===== config.mk =====
export PLATFORM = sky130hd
export DESIGN_NAME = id_ex_stage
export DESIGN_NICKNAME = d
export VERILOG_FILES = /design/src/rtl/id_ex_stage.sv
export SDC_FILE = /design/constraint.sdc
export NUM_CORES = 1
export LEC_CHECK = 0
export ABC_CLOCK_PERIOD_IN_PS = 5300
export CAP_MARGIN = 20
export CORE_MARGIN = 2
export CORE_UTILIZATION = 43
export DETAILED_ROUTE_END_ITERATION = 7
export GPL_TIMING_DRIVEN = 0
export PLACE_DENSITY = 0.85
export SYNTH_ARGS = -nofsm -noshare
export SYNTH_HDL_FRONTEND = slang
export SYNTH_SLANG_ARGS = --single-unit

===== constraint.sdc =====
create_clock -name clk -period 5.3 [get_ports clk]
set_clock_uncertainty 0.2 [all_clocks]
set_input_delay 0.53 -clock clk [delete_from_list [all_inputs] [get_ports clk]]
set_output_delay 0.53 -clock clk [all_outputs]
set_load 0.01 [all_outputs]

===== src/rtl/id_ex_stage.sv =====
// ID/EX pipeline register with EX/MEM and MEM/WB operand forwarding.
// Also detects load-use hazards and handles stall, flush and bubble insertion.
module id_ex_stage #(
    parameter int unsigned DATA_W = 16,
    parameter int unsigned IDX_W  = 4
) (
    input  logic              clk,
    input  logic              rst,
    input  logic              stall,
    input  logic              flush,
    input  logic              in_valid,
    input  logic [3:0]        in_op,
    input  logic [DATA_W-1:0] in_rs_val,
    input  logic [DATA_W-1:0] in_rt_val,
    input  logic [DATA_W-1:0] in_imm,
    input  logic              in_use_imm,
    input  logic [IDX_W-1:0]  in_rs_idx,
    input  logic [IDX_W-1:0]  in_rt_idx,
    input  logic [IDX_W-1:0]  in_rd_idx,
    input  logic              in_reg_write,
    input  logic              in_mem_read,
    input  logic              in_mem_write,
    input  logic              exmem_reg_write,
    input  logic [IDX_W-1:0]  exmem_rd_idx,
    input  logic [DATA_W-1:0] exmem_result,
    input  logic              memwb_reg_write,
    input  logic [IDX_W-1:0]  memwb_rd_idx,
    input  logic [DATA_W-1:0] memwb_result,
    output logic [DATA_W-1:0] alu_first,
    output logic [DATA_W-1:0] alu_second,
    output logic [3:0]        alu_op,
    output logic [DATA_W-1:0] ex_store_data,
    output logic [IDX_W-1:0]  ex_rd_idx,
    output logic              ex_reg_write,
    output logic              ex_mem_read,
    output logic              ex_mem_write,
    output logic              ex_valid,
    output logic              load_use_stall
);

    localparam logic [3:0]       OpZero  = 4'b1000;
    localparam logic [IDX_W-1:0] NoReg   = {IDX_W{1'b1}};

    logic              valid_q,     valid_d;
    logic [3:0]        op_q,        op_d;
    logic [DATA_W-1:0] rs_val_q,    rs_val_d;
    logic [DATA_W-1:0] rt_val_q,    rt_val_d;
    logic [DATA_W-1:0] imm_q,       imm_d;
    logic              use_imm_q,   use_imm_d;
    logic [IDX_W-1:0]  rs_idx_q,    rs_idx_d;
    logic [IDX_W-1:0]  rt_idx_q,    rt_idx_d;
    logic [IDX_W-1:0]  rd_idx_q,    rd_idx_d;
    logic              reg_write_q, reg_write_d;
    logic              mem_read_q,  mem_read_d;
    logic              mem_write_q, mem_write_d;

    logic [DATA_W-1:0] fwd_rs;
    logic [DATA_W-1:0] fwd_rt;
    logic              hazard_match;
    logic              load_bubble;

    // A load in EX cannot supply its data until it reaches MEM/WB.
    always_comb begin
        hazard_match   = (rd_idx_q == in_rs_idx) || (rd_idx_q == in_rt_idx);
        load_use_stall = in_valid && valid_q && mem_read_q && (rd_idx_q != NoReg) &&
                         hazard_match && !flush;
    end

    always_comb begin
        valid_d     = valid_q;
        op_d        = op_q;
        rs_val_d    = rs_val_q;
        rt_val_d    = rt_val_q;
        imm_d       = imm_q;
        use_imm_d   = use_imm_q;
        rs_idx_d    = rs_idx_q;
        rt_idx_d    = rt_idx_q;
        rd_idx_d    = rd_idx_q;
        reg_write_d = reg_write_q;
        mem_read_d  = mem_read_q;
        mem_write_d = mem_write_q;
        load_bubble = 1'b0;

        if (rst || flush) begin
            load_bubble = 1'b1;
        end else if (stall) begin
            load_bubble = 1'b0;
        end else if (load_use_stall || !in_valid) begin
            load_bubble = 1'b1;
        end else begin
            valid_d     = 1'b1;
            op_d        = in_op;
            rs_val_d    = in_rs_val;
            rt_val_d    = in_rt_val;
            imm_d       = in_imm;
            use_imm_d   = in_use_imm;
            rs_idx_d    = in_rs_idx;
            rt_idx_d    = in_rt_idx;
            rd_idx_d    = in_rd_idx;
            reg_write_d = in_reg_write;
            mem_read_d  = in_mem_read;
            mem_write_d = in_mem_write;
        end

        if (load_bubble) begin
            valid_d     = 1'b0;
            op_d        = OpZero;
            rs_val_d    = '0;
            rt_val_d    = '0;
            imm_d       = '0;
            use_imm_d   = 1'b0;
            rs_idx_d    = NoReg;
            rt_idx_d    = NoReg;
            rd_idx_d    = NoReg;
            reg_write_d = 1'b0;
            mem_read_d  = 1'b0;
            mem_write_d = 1'b0;
        end
    end

    always_ff @(posedge clk) begin
        valid_q     <= valid_d;
        op_q        <= op_d;
        rs_val_q    <= rs_val_d;
        rt_val_q    <= rt_val_d;
        imm_q       <= imm_d;
        use_imm_q   <= use_imm_d;
        rs_idx_q    <= rs_idx_d;
        rt_idx_q    <= rt_idx_d;
        rd_idx_q    <= rd_idx_d;
        reg_write_q <= reg_write_d;
        mem_read_q  <= mem_read_d;
        mem_write_q <= mem_write_d;
    end

    // EX/MEM is younger than MEM/WB, so it wins when both target the same register.
    always_comb begin
        if ((rs_idx_q != NoReg) && exmem_reg_write && (exmem_rd_idx == rs_idx_q)) begin
            fwd_rs = exmem_result;
        end else if ((rs_idx_q != NoReg) && memwb_reg_write && (memwb_rd_idx == rs_idx_q)) begin
            fwd_rs = memwb_result;
        end else begin
            fwd_rs = rs_val_q;
        end

        if ((rt_idx_q != NoReg) && exmem_reg_write && (exmem_rd_idx == rt_idx_q)) begin
            fwd_rt = exmem_result;
        end else if ((rt_idx_q != NoReg) && memwb_reg_write && (memwb_rd_idx == rt_idx_q)) begin
            fwd_rt = memwb_result;
        end else begin
            fwd_rt = rt_val_q;
        end
    end

    always_comb begin
        alu_first     = fwd_rs;
        alu_second    = use_imm_q ? imm_q : fwd_rt;
        ex_store_data = fwd_rt;
        alu_op        = op_q;
        ex_rd_idx     = rd_idx_q;
        ex_reg_write  = reg_write_q;
        ex_mem_read   = mem_read_q;
        ex_mem_write  = mem_write_q;
        ex_valid      = valid_q;
    end

endmodule


==> results of run 1 <==
cell usage after synthesis (2+ instances only):
master     n  share of area (%)
nand2_1   18                2.0
a31oi_2   10                3.6
o21ai_0   32                4.6
or2_1      2               0.36
buf_1      2               0.22
nor4_1     2               0.36
nor2_1     2               0.22
nor3_1    18                2.6
nand4_1    4               0.72
buf_6      9                2.9
a22o_1    55                 14
dfxtp_1   69                 40
mux2_2    16                5.2
xnor2_1   13                3.3
mux2i_1   16                4.6
and2_1     3               0.54
a31oi_1    6                1.1
clkbuf_1  15                1.6
nand3_1   21                3.0
o22a_1    13                3.3
xor2_1     8                2.0
buf_2      4               0.58
cell families (layout without fill, tap and decap cells):
family          Yosys count  after routing  synth area share (%)
flops                    69             69                  40.0
compound gates          122            122                  28.1
xor+xnor                 21             21                  5.33
mux                      32             32                  9.86
simple gates             76             76                  11.2
buf+inv                  31            221                  5.47
final cells by class:
class,instances,area [µm²]
clock buffer,13,149
fill,625,2280
timing repair buffer,175,1750
inverter,1,3.75
sequential,69,1380
tap,102,128
buffer,30,185
multi-input combinational,251,1880
clock inverter,2,10.0
sequential cells by signal, indices dropped and copies added (netlist names):
name	flops
rs_idx_q	4
ex_valid	1
use_imm_q	1
ex_rd_idx	4
imm_q	16
ex_mem_write	1
rt_idx_q	4
rt_val_q	16
alu_op	4
ex_reg_write	1
ex_mem_read	1
rs_val_q	16
metal layers:
metal | global-route usage, % | up-vias | wire length [µm]
li1 | - | 1716 | -
met5 | 0 | - | 0
met3 | 7.17 | 30 | 768
met4 | 12.0 | 0 | 374
met1 | 35.2 | 1761 | 5260
met2 | 47.7 | 149 | 6160
where the power goes:
part           switching (mW)  internal (mW)  total, mW
registers             0.00903          0.529      0.538
logic                  0.0730          0.124      0.197
clock network           0.192          0.179      0.371
path summary, 6_finish.rpt:
| kind | startpoint | to |
|---|---|---|
| max | memwb_rd_idx[1] | alu_second[8] |
| min | imm_q[3] | imm_q[3] |
| max reg2reg | ex_rd_idx[0] | rs_val_q[10] |
| min reg2reg | imm_q[3] | imm_q[3] |
worst register-to-register path, cell delays in order, from the launching register on:
cell	delay, ns
dfxtp_1	0.37
xor2_1	0.19
nor4_1	0.28
o21ai_1	0.20
and3_1	0.22
buf_6	0.16
buf_6	0.15
a22o_1	0.24
==> impl_metrics.json, run 1 <==
{
  "outcome": "finished clean",
  "slowest_stage": "clkdlybuf4s50_1",
  "clockBufferDepth": 2,
  "htree_num_levels": 3,
  "synth_cells": 351,
  "worst_path_dominant_cell_family": "buffers and inverters",
  "hpwl_mm": 9.80,
  "drc": 0,
  "relSlewSlack_pct": 55.6,
  "cpPeakStageDelay_ns": 0.54,
  "post_drt_wl_per_cell_um": 19.5,
  "seq_area_frac_synth_pct": 40.0,
  "worst_slew_pin_slew_ns": 0.666,
  "avgSynthCellArea_um2": 9.83,
  "required_ns": 4.57,
  "maxSlewViolCount": 0,
  "drt_iter0_markers": 221,
  "fmax_mhz": 259,
  "core_area_um2": 7770,
  "wl_mm": 12.6,
  "ys.warnings.count": 0,
  "grt-ovfl-total": 0,
  "vias": 3656,
  "die_area_um2": 8760,
  "design_area_um2": 5490,
  "drv_cap": 0,
  "worst-path-max-fanout": 10,
  "via_per_inst": 5.69,
  "fin_crit_sh_pct": 72.8,
  "io_buffers": 175,
  "antenna_found_initial": 0,
  "critical_path_buf_inv_count": 4,
  "critPathCaptureType": "primary output",
  "num_antenna_cells": 0,
  "drive_gt1_share_pct": 10.2,
  "post_cts_buffers": 0,
  "first_global_vias": 3652,
  "first_pass_iters": 4,
  "synth_edf_count": 0,
  "hold_buffers": 0,
  "layout_setup_ws_ns": 1.44,
  "fin_tns_setup_ns": 0,
  "power.density_nw_per_um2": 201,
  "cts_sinks": 69,
  "dp_cells": 628,
  "vdd_drop_max_mv": 0.162,
  "num-nets-final": 652,
  "fin_util_pct": 70.7,
  "ys_types": 35,
  "final_common_cell": "clkdlybuf4s50_1",
  "rsz0062_at_grt": "false",
  "numCtsBuffers": 9,
  "synth_top_flop_cell": "dfxtp_1",
  "area_growth_pct": 59.0,
  "initial_utilization_pct": 44.4,
  "place_ws_ns": 1.54,
  "post_cts_resized": 0,
  "chipWidth_um": 93.6,
  "rrSetupSlack_ns": 3.19,
  "final_cell_mix": "clkdlybuf4s50_1, dfxtp_1, a22o_1",
  "critPathArrivalTime_ns": 3.13,
  "path_cells": "clkdlybuf4s50_1, xnor2_1, and2_1, clkbuf_1, buf_2, nand3_1, a31oi_2, mux2_2, clkdlybuf4s50_1",
  "hp-class": "flop to flop",
  "grt_start_max_net_pins": 11,
  "cpMostUsedCell": "clkdlybuf4s50_1",
  "ys_ff_latch": 69,
  "layout_min_cycle_time_ns": 3.86,
  "rows": 32,
  "io_pins": 176,
  "rr_worst_depth": 7,
  "synth_area_um2": 3450,
  "ant_nets": 0,
  "finalWeightedCongestion": 0.890,
  "min_path_cells": 1,
  "ys_async_sr_fraction_pct": 0,
  "crit_type": "primary input to primary output",
  "cts_tree": "done",
  "syn-num-nets": 466,
  "cp_num_cells": 9,
  "finalPower_mw": 1.11,
  "whs_ns": 0.271,
  "setup_viol": 0,
  "clk_pin_slew_worst_paths_ns": 0.06,
  "dieHeight_um": 93.6,
  "layout.cells.non_filler": 643,
  "hold_viol_final": 0,
  "clk_latency_ns": 0.36,
  "leakage_nw": 1.90,
  "startpoint_type": "primary input",
  "grt_first_pass_wirelength_mm": 19.2,
  "grt_usage_pct": 28.6,
  "root_buffer": "clkbuf_8",
  "placed_area_um2": 5330
}
Power figures use the tool's default switching activity.
==> run 2: changes to the inputs <==
==> config.mk (replaced) <==
export PLATFORM = sky130hd
export DESIGN_NAME = id_ex_stage
export DESIGN_NICKNAME = d
export VERILOG_FILES = /design/src/rtl/id_ex_stage.sv
export SDC_FILE = /design/constraint.sdc
export NUM_CORES = 1
export LEC_CHECK = 0
export ABC_CLOCK_PERIOD_IN_PS = 3400
export CAP_MARGIN = 20
export CORE_MARGIN = 2
export CORE_UTILIZATION = 36
export DETAILED_ROUTE_END_ITERATION = 7
export GPL_TIMING_DRIVEN = 0
export PLACE_DENSITY = 0.75
export SYNTH_ARGS = -nofsm -noshare
export SYNTH_HDL_FRONTEND = slang
export SYNTH_SLANG_ARGS = --single-unit
==> constraint.sdc (replaced) <==
create_clock -name clk -period 3.4 [get_ports clk]
set_clock_uncertainty 0.2 [all_clocks]
set_input_delay 0.34 -clock clk [delete_from_list [all_inputs] [get_ports clk]]
set_output_delay 0.34 -clock clk [all_outputs]
set_load 0.01 [all_outputs]
==> run 2 against run 1 <==
Core utilization shrank 9.8 points. Largest power group unchanged. Final area grew 2.9%. Clock power grew 120%. First-iteration DRC count shrank 3.6%.
==> impl_metrics.json, run 2 (synthesis gave the netlist of run 1 again) <==
{
  "outcome": "finished clean",
  "io_buffers": 175,
  "first_global_vias": 3611,
  "htree_num_levels": 3,
  "slowest_stage": "clkdlybuf4s50_1",
  "regArea_um2": 1380,
  "finalWeightedCongestion": 0.834,
  "num_antenna_cells": 0,
  "fin_crit_sh_pct": 98.2,
  "worst-path-max-fanout": 10,
  "drt_iter0_markers": 213,
  "layout_min_cycle_time_ns": 3.34,
  "clk_pin_slew_worst_paths_ns": 0.08,
  "critPathArrivalTime_ns": 2.80,
  "power_frac_comb_pct": 15.6,
  "startpoint_type": "primary input",
  "finalPower_mw": 1.98,
  "area_growth_pct": 63.6,
  "fin_tns_setup_ns": 0,
  "min_path_cells": 1,
  "path_cells": "clkdlybuf4s50_1, xnor2_1, nand4_2, or2_1, buf_6, buf_6, a31oi_2, mux2_2, clkdlybuf4s50_1",
  "power.density_nw_per_um2": 351,
  "p_seq_share_pct": 42.3,
  "cpPeakStageDelay_ns": 0.53,
  "hold_buffers": 0,
  "hold_viol_final": 0,
  "via_per_inst": 5.23,
  "rr_worst_depth": 7,
  "die_area_um2": 10400,
  "worst_slew_pin_slew_ns": 0.619,
  "reg_top3": "imm_q x16, rs_val_q x16, rt_val_q x16",
  "initial_utilization_pct": 37.2,
  "antenna_found_initial": 0,
  "numCtsBuffers": 9,
  "crit_type": "primary input to primary output",
  "grt_usage_pct": 24.1,
  "setup_viol": 0,
  "grt_start_max_net_pins": 13,
  "core_area_um2": 9280,
  "drv_cap": 0,
  "final_common_cell": "clkdlybuf4s50_1",
  "rsz0062_at_grt": "false",
  "first_pass_iters": 5,
  "chipWidth_um": 102,
  "fmax_mhz": 300,
  "drc": 0,
  "layout.cells.non_filler": 673,
  "hpwl_mm": 9.90,
  "post_drt_wl_per_cell_um": 18.8,
  "cts_sinks": 69,
  "leakage_nw": 1.96,
  "maxSlewViolCount": 0,
  "final_cell_mix": "clkdlybuf4s50_1, dfxtp_1, a22o_1",
  "dp_cells": 655,
  "cts_tree": "done",
  "clk_latency_ns": 0.35,
  "relSlewSlack_pct": 58.8,
  "wl_mm": 12.7,
  "p_sw_share_pct": 23.0,
  "required_ns": 2.86,
  "multi_input_area_um2": 1890,
  "vdd_drop_max_mv": 0.235,
  "critPathCaptureType": "primary output",
  "fillers": 804,
  "internal-power_mw": 1.53,
  "vias": 3522,
  "dieHeight_um": 102,
  "ant_nets": 0,
  "grt_first_pass_wirelength_mm": 19.1,
  "rows": 35,
  "hp-class": "flop to flop",
  "root_buffer": "clkbuf_8",
  "p_switching_uw": 455,
  "p_clk_share_pct": 42.1,
  "grt-ovfl-total": 0,
  "num-nets-final": 654,
  "drive_gt1_share_pct": 12.1,
  "io_pins": 176,
  "clockBufferDepth": 2
}
-- run 2: cell count changes in the layout (fill, tap and decap cells not counted), moves of 2 or more --
cell        before  now
bufinv_16        0    3
clkbuf_1        18   10
clkbuf_2         0    4
clkinvlp_4       0    2
buf_2            4    2
buf_4            0    4
-- run 2: metrics by stage --
step           area, µm²  setup slack (ns)  hold slack [ns]  utilization (%)
6_report            5650            0.0622            0.266             60.8
5_1_grt             5650            0.0157            0.286             60.8
4_1_cts             5610           0.00235            0.270             60.5
3_5_place_dp        5370            0.0106            0.252             57.8
3_3_place_gp        5370            0.0407            0.245             57.8
2_1_floorplan       3450              1.21            0.217                -
-- run 2: timing repair --
action,4_1_cts,5_1_grt
buffers inserted,0,4
endpoints found under the setup margin,0,14
gates resized for setup,0,10
-- run 2: routing by layer --
metal	GRT usage, %	vias up	routed length, µm	part of all wire [%]
met4	9.23	0	329	2.6
met5	0	-	0	0
li1	-	1719	-	-
met3	4.24	24	685	5.4
met1	31.4	1645	5490	43
met2	40.0	134	6150	49
-- run 2: layout make-up --
class                      count  share of cell area, %
inverter                       1                 0.0664
sequential                    69                   24.5
timing repair buffer         179                   31.5
multi-input combinational    251                   33.4
clock buffer                  10                   2.44
clock inverter                 6                   1.95
tap                          129                   2.86
buffer                        28                   3.26
-- run 2: final timing paths --
check / startpoint / slack [ns] / endpoint
hold reg to reg: alu_op[3] / 0.27 / alu_op[3]
setup reg to reg: ex_rd_idx[0] / 1.29 / rs_val_q[13]
setup / recovery: exmem_rd_idx[1] / 0.06 / alu_second[7]
hold / removal: alu_op[3] / 0.27 / alu_op[3]
-- run 2: critical path: cells and delay by family --
family | cells | cell delay [ns]
multiplexers | 1 | 0.21
XOR/XNOR | 1 | 0.23
AO/OA/AOI/OAI | 1 | 0.24
buffers and inverters | 4 | 1.29
AND/OR/NAND/NOR | 2 | 0.49
-- run 2: power groups by stage --
stage / registers, mW / logic (mW) / clock network (mW)
after floorplan: 0.853 / 0.0959 / 0
after global placement: 0.856 / 0.299 / 0
after detailed placement: 0.856 / 0.304 / 0
after CTS: 0.838 / 0.305 / 0.843
after global routing: 0.840 / 0.328 / 0.881
final: 0.838 / 0.309 / 0.834
